`config.mk`:
```
export PLATFORM = sky130hd
export DESIGN_NAME = rr_mux_arbiter
export DESIGN_NICKNAME = d
export VERILOG_FILES = /design/src/rtl/rr_mux_arbiter_pkg.sv /design/src/rtl/rr_mux_arbiter_rr_arbiter.sv /design/src/rtl/rr_mux_arbiter.sv
export SDC_FILE = /design/constraint.sdc
export NUM_CORES = 1
export LEC_CHECK = 0
export ABC_AREA = 1
export CAP_MARGIN = 0
export CORE_MARGIN = 8
export CORE_UTILIZATION = 45
export DETAILED_ROUTE_END_ITERATION = 12
export GPL_TIMING_DRIVEN = 0
export HOLD_SLACK_MARGIN = 0.03
export MAX_ROUTING_LAYER = met4
export PLACE_DENSITY = 0.9
export SETUP_SLACK_MARGIN = 0.15
export SLEW_MARGIN = 20
export SYNTH_ARGS = -nofsm -noshare
export SYNTH_HDL_FRONTEND = slang
export SYNTH_HIERARCHICAL = 1
export SYNTH_SLANG_ARGS = --single-unit
```
`constraint.sdc`:
```
create_clock -name i_clk -period 6.7 [get_ports i_clk]
set_clock_uncertainty 0.2 [all_clocks]
set_input_delay 1.675 -clock i_clk [delete_from_list [all_inputs] [get_ports i_clk]]
set_output_delay 1.675 -clock i_clk [all_outputs]
set_load 0.05 [all_outputs]
```
`src/rtl/rr_mux_arbiter_pkg.sv`:
```
// Shared constants and helpers for the round-robin / fixed-priority output multiplexer.
package rr_mux_arbiter_pkg;

  localparam logic MODE_RR    = 1'b0;
  localparam logic MODE_FIXED = 1'b1;

  function automatic int sel_width(input int channels);
    return (channels > 1) ? $clog2(channels) : 1;
  endfunction

endpackage

```
`src/rtl/rr_mux_arbiter_rr_arbiter.sv`:
```
// Combinational grant search: the request vector is doubled and shifted down by the
// search base, so the first set bit in the low half is the next requester in cyclic order.
module rr_arbiter
  import rr_mux_arbiter_pkg::*;
#(
  parameter int CHANNELS = 4,
  parameter int SEL_W    = 2
) (
  input  logic [CHANNELS-1:0] i_req,
  input  logic [SEL_W-1:0]    i_ptr,
  input  logic                i_mode,
  output logic [CHANNELS-1:0] o_grant_oh,
  output logic [SEL_W-1:0]    o_grant_idx,
  output logic                o_any
);

  logic [SEL_W-1:0]      w_base;
  logic [2*CHANNELS-1:0] w_dbl;
  int                    w_off;
  int                    w_sum;

  always_comb begin
    w_base = (i_mode == MODE_FIXED) ? '0 : i_ptr;
    w_dbl  = {i_req, i_req} >> w_base;
    w_off  = 0;
    // Descending scan leaves the lowest set offset; the low half always holds every
    // request once, so a hit is found there whenever any request exists.
    for (int i = 2*CHANNELS-1; i >= 0; i--) begin
      if (w_dbl[i]) w_off = i;
    end
    w_sum = int'(w_base) + w_off;
    if (w_sum >= CHANNELS) w_sum = w_sum - CHANNELS;
    o_any       = |i_req;
    o_grant_idx = SEL_W'(w_sum);
    o_grant_oh  = o_any ? (CHANNELS'(1) << o_grant_idx) : '0;
  end

endmodule

```
`src/rtl/rr_mux_arbiter.sv`:
```
// N-channel valid/ready multiplexer with a single registered output stage and
// runtime-selectable round-robin or fixed-priority arbitration.
module rr_mux_arbiter
  import rr_mux_arbiter_pkg::*;
#(
  parameter  int WIDTH    = 4,
  parameter  int CHANNELS = 4,
  localparam int SEL_W    = (CHANNELS > 1) ? $clog2(CHANNELS) : 1
) (
  input  logic                      i_clk,
  input  logic                      i_reset,
  input  logic                      i_mode,
  input  logic [CHANNELS*WIDTH-1:0] i_in_data,
  input  logic [CHANNELS-1:0]       i_in_valid,
  output logic [CHANNELS-1:0]       o_in_ready,
  output logic [WIDTH-1:0]          o_out_data,
  output logic [SEL_W-1:0]          o_out_chan,
  output logic                      o_out_valid,
  input  logic                      i_out_ready
);

  logic [SEL_W-1:0]    r_ptr;
  logic [WIDTH-1:0]    r_data;
  logic [SEL_W-1:0]    r_chan;
  logic                r_valid;

  logic                w_load_ok;
  logic [CHANNELS-1:0] w_grant_oh;
  logic [SEL_W-1:0]    w_grant_idx;
  logic                w_any;
  logic [WIDTH-1:0]    w_sel_data;
  logic [SEL_W-1:0]    w_ptr_next;

  rr_arbiter #(
    .CHANNELS (CHANNELS),
    .SEL_W    (SEL_W)
  ) u_arb (
    .i_req       (i_in_valid),
    .i_ptr       (r_ptr),
    .i_mode      (i_mode),
    .o_grant_oh  (w_grant_oh),
    .o_grant_idx (w_grant_idx),
    .o_any       (w_any)
  );

  // The output slot is free when empty or when its word leaves this cycle.
  assign w_load_ok  = !r_valid || i_out_ready;
  assign o_in_ready = (w_load_ok && !i_reset) ? w_grant_oh : '0;

  always_comb begin
    w_sel_data = '0;
    for (int k = 0; k < CHANNELS; k++) begin
      if (k == int'(w_grant_idx)) w_sel_data = i_in_data[k*WIDTH +: WIDTH];
    end
    w_ptr_next = (w_grant_idx == SEL_W'(CHANNELS-1)) ? '0 : w_grant_idx + SEL_W'(1);
  end

  always_ff @(posedge i_clk or posedge i_reset) begin
    if (i_reset) begin
      r_ptr   <= '0;
      r_data  <= '0;
      r_chan  <= '0;
      r_valid <= 1'b0;
    end else if (w_load_ok) begin
      if (w_any) begin
        r_data  <= w_sel_data;
        r_chan  <= w_grant_idx;
        r_valid <= 1'b1;
        if (i_mode == MODE_RR) r_ptr <= w_ptr_next;
      end else begin
        r_valid <= 1'b0;
      end
    end
  end

  assign o_out_data  = r_data;
  assign o_out_chan  = r_chan;
  assign o_out_valid = r_valid;

endmodule

```
---- Word level (Yosys, flattened, before mapping) ----
Cells that the tools add are included.
word-level totals
  flip-flop bits (word level) ............. 9
  word-level logic and storage cells ...... 41
  output and inout port bits .............. 11
cells by class
  add/sub/neg operators ................... 3
  bitwise gates (word level) .............. 1
  $lt $le $gt $ge ......................... 1
  equality and inequality tests ........... 4
  reduce and logical (&&, ||, !) cells .... 8
  shift-type cells ........................ 2
  multiplexer cells ....................... 18
operators by type and width
  cell                 number
  $mux 32              7
  $add 3x32->32        1
  $ge 32x4->1 const B  1
  $mux 4               6
  $shr 8x2->8          1
  $mux 2               3
  $eq 2x2->1 const A   2
  $reduce_or 4->1      1
  $shl 1x2->4 const A  1
  $mux 3               1
  $reduce_and 3->1     1
  $add 2x1->2 const B  1
  $eq 1x2->1 const A   1
  $eq 2x2->1 const B   1
  $logic_not 1->1      2
  $logic_not 2->1      1
  $reduce_and 2->1     1
  $sub 2x1->2 const B  1
  $logic_and 1x1->1    1
  $logic_or 1x1->1     1
  $mux 1               1
  $not 1->1            1

---- Depth between registers and ports, before layout ----
  depth after elaboration ................. 18
  gate-level depth with buffers ........... 22
  mapped depth without buffers ............ 22

---- By module ----
The synthesis kept the hierarchy.
by module, submodules not included
  module          times used  cells an instance  sequential area each (um2)  area an instance (um2)
  rr_mux_arbiter  1           88                 225.2                       600.6
  rr_arbiter      1           54                 0.0                         287.8

---- Worst setup path before layout ----
OpenSTA, ideal clock, no wires.
  path kind ............................... input-to-output
  from .................................... in i_mode
  to ...................................... out o_in_ready[0]
  data arrival time ....................... 3.699 ns
  setup slack ............................. 1.126 ns
  stages .................................. 16
  cells stage by stage .................... inv_2 nand2_2 nand2_1 nand2_1 nand2_1 nand2_1 a21oi_1 nor2_1 ha_1 xor2_1 inv_1 nand2_4 nand2_2 nor2_1 inv_1 nor2_1
on the way
  cells in the longest elaborated chain, start to end .. 16
  elaborated cells between the ends (all ways) .. 17
  classes of those cells .................. 2 x add/sub; 1 x order compare; 2 x shift; 12 x mux
ends and longest elaborated chain
  what                                        RTL line                         source
  from (decl)                                 rr_mux_arbiter.sv:12             input logic i_mode,
  $mux 2 (*)                                  rr_mux_arbiter_rr_arbiter.sv:23  w_base = (i_mode == MODE_FIXED) ? '0 : i_ptr;
  $shr 8x2->8                                 rr_mux_arbiter_rr_arbiter.sv:24  w_dbl = {i_req, i_req} >> w_base;
  $mux 3                                      rr_mux_arbiter_rr_arbiter.sv:29  if (w_dbl[i]) w_off = i;
  $mux 32 (7 in series)                       rr_mux_arbiter_rr_arbiter.sv:29
  $add 3x32->32 (*)                           rr_mux_arbiter_rr_arbiter.sv:31  w_sum = int'(w_base) + w_off;
  $ge 32x4->1 or $sub 2x1->2 (tied branches)  rr_mux_arbiter_rr_arbiter.sv:32  if (w_sum >= CHANNELS) w_sum = w_sum - CHANNELS;
  $mux 2 (*)                                  rr_mux_arbiter_rr_arbiter.sv:32
  via w_grant_idx[1]                          rr_mux_arbiter.sv:29             logic [SEL_W-1:0] w_grant_idx;
  $shl 1x2->4 (*)                             rr_mux_arbiter_rr_arbiter.sv:35  o_grant_oh = o_any ? (CHANNELS'(1) << o_grant_idx) : '0;
  $mux 4 (*)                                  rr_mux_arbiter_rr_arbiter.sv:35
  via w_grant_oh[0]                           rr_mux_arbiter.sv:28             logic [CHANNELS-1:0] w_grant_oh;
  $mux 4 (*)                                  rr_mux_arbiter.sv:48             assign o_in_ready = (w_load_ok && !i_reset) ? w_grant_oh : '0;
  to (decl)                                   rr_mux_arbiter.sv:15             output logic [CHANNELS-1:0] o_in_ready,
The timed path passes the listed nets; every way through them passes the cells marked *.

---- Worst setup path in the final report ----
  from .................................... in i_mode
  to ...................................... out o_in_ready[1]
The elaborated chain is that of the path after synthesis.

==> results.toml <==
[run_status]
status = "finished, final reports clean"

[critical_path]
critical_path_class = "input port to primary output"
r2r_cells = 21
cp_data_required_time_ns = 4.83
r2r_end = "o_out_data[0]$_DFFE_PP0P_"
start_kind = "input port"
crit_start = "i_mode"
critPathMaxFanout = 7
end_kind = "primary output"
reg2reg_slack_ns = 3.76
reg2reg_from = "r_ptr[0]$_DFFE_PP0P_"
crit_arrival_ns = 4.27
crit_path_end = "o_in_ready[1]"

[timing]
min_period_ns = 6.149
worstMarginPinSlew_ns = 0.5174
fin_tns_setup_ns = 0
slew_headroom_pct = 65.45
drv_slew = 0
rsz0062_at_grt = "no"
fmax_mhz = 162.6
fin_crit_sh_pct = 91.78
final_hold_viol_count = 0
setup_viol = 0
setup_ws_ns = 0.5507

[layout]
diodes = 0
fin_nets = 210
fillers = 162
drive_above_1_share_pct = 11.11
layout_commonest_cell = "nand2_1"
area_growth_pct = 46.20
layout_common_cells = "nand2_1 (48), clkdlybuf4s50_1 (30), inv_1 (20), nand3_1 (14), nor2_1 (14)"
final_util_pct = 68.29

[detailed_routing]
drt_iter0_drc = 19
drtPass1Iterations = 4
vias_per_cell = 4.976
num_vias = 1030
wl_um = 2464
post_drt_wl_per_cell_um = 11.90
route.detailed.drc = 0
ant_nets = 0

[synthesis]
syn_nets = 171
netlist_instances = 142
synth-seq-cells = 9
ys_seq_area_share_pct = 25.35
ys_warn_count = 6
syn_area_um2 = 888.4
synth.distinct_cells = 20
avgSynthCellArea_um2 = 6.256

[die]
start_util_pct = 46.71
design.core.area_um2 = 1902
dieHeight_um = 60.43
num_rows = 16
die-area_um2 = 3652
die_w_um = 60.43
io_pins = 35

[clock_network]
cts_hold_buf = 0
postCtsSetupBuffers = 0
path_clk_slew_ns = 0.06
clock-root-buffer = "clkbuf_4"
cts-resized-gates = 0
cts_buffer_depth = 2
cts_sinks = 9
htreeDepth = 1
insertion_delay_ns = 0.26
cts_tree = "yes"
numCtsBuffers = 3

[grt]
antenna_found_initial = 0
track_usage_pct = 15.11
grt_pass1_vias = 1069
grt-ovfl-total = 0
grt_first_pass_wirelength_um = 4160
grt_max_degree = 11

[power_and_ir_drop]
peakVddDrop_mv = 0.2731
pwr_density_cell_nw_per_um2 = 428.9
p_leak_nw = 0.7477
p_total_mw = 0.5570

[placed_design]
port_buffers = 34
dp_slack_ns = 0.1855
place.gp.congestion = 0.8446
hpwl_um = 2032

[min_path]
hp-start = "o_out_data[3]$_DFFE_PP0P_"
worst_hold_path_type = "flop to flop"

[job]
max_cap_viol_count = 0
[flip-flops by register name, summed over array words and instances (netlist names)]
name	cells
o_out_valid	1
o_out_chan	2
r_ptr	2
o_out_data	4
[report_power, final]
| part | leakage, nW | internal [mW] | switching [mW] | total, mW |
|---|---|---|---|---|
| logic | 0.622 | 0.145 | 0.272 | 0.417 |
| clock network | 0.0150 | 0.0230 | 0.0194 | 0.0424 |
| registers | 0.111 | 0.0780 | 0.0196 | 0.0976 |
| total | 0.748 | 0.246 | 0.311 | 0.557 |
[layer usage]
metal	vias to the layer above	wire (um)	global-route usage (%)
met5	-	0	-
met4	0	63	9.302
met3	9	156	4.449
met2	42	1264	27.29
met1	464	979	13.64
li1	515	-	-
[worst max-delay path: stages]
cell and delay (ns):
clkdlybuf4s50_1 0.44, inv_2 0.15, nand2_2 0.12, nand2_1 0.11, nand2_1 0.05, nand2_1 0.06
nand2_1 0.08, a21oi_1 0.16, nor2_1 0.05, ha_1 0.19, xor2_1 0.24, inv_1 0.12
nand2_4 0.09, nand2_2 0.08, nor2_1 0.10, inv_1 0.04, nor2_1 0.08, dlymetal6s2s_1 0.43
[worst min path at each step]
stage	to	cells after the start
finish	o_out_data[3]$_DFFE_PP0P_	2
global route	o_out_data[0]$_DFFE_PP0P_	2
CTS	o_out_data[3]$_DFFE_PP0P_	2
detailed placement	o_out_data[3]$_DFFE_PP0P_	2
global placement	o_out_data[0]$_DFFE_PP0P_	2
floorplan	r_ptr[1]$_DFFE_PP0P_	2
[area by class of cell]
class                           instances  area (um2)  share of cell area (%)
Multi-Input combinational cell        111       573.1                   44.12
Timing Repair Buffer                   34       350.3                   26.97
Sequential cell                         9       225.2                   17.34
Inverter                               21       78.83                   6.069
Tap cell                               27       33.78                   2.601
Clock buffer                            4       26.28                   2.023
Buffer                                  1       11.26                  0.8670
[metrics by stage]
step	hold WS, ns	instance area [um2]	instances
6_report	0.2943	1299	207
5_1_grt	0.3235	1299	207
4_1_cts	0.2961	1289	207
3_5_place_dp	0.2750	1262	203
3_3_place_gp	0.2652	1262	203
2_1_floorplan	0.3128	888.4	142
[Yosys cell counts]
master	number	share of area [%]
inv_2	1	0.42
nand3b_1	1	0.85
o21ai_0	2	1.1
buf_6	1	1.3
inv_1	20	8.5
nand2_1	48	20
o21ai_1	2	1.1
nand3_2	1	1.1
nand3_1	14	7.9
nand4_1	1	0.70
nand2_4	4	5.1
nor2_1	14	5.9
xor2_1	1	0.99
nand2_2	8	5.6
o211ai_1	1	0.85
nor2_4	1	1.3
a21oi_1	7	3.9
dfrtp_1	9	25
nor2_2	1	0.70
ha_1	5	7.0
[kinds of logic (layout without fill, tap and decap cells)]
family	Yosys count	in the layout	synth area share, %
simple gates	93	93	49.44
buf+inv	22	60	10.14
compound gates	12	12	7.042
flops	9	9	25.35
fa+ha+maj	5	5	7.042
xor+xnor	1	1	0.9861
Power figures use the tool's default switching activity.
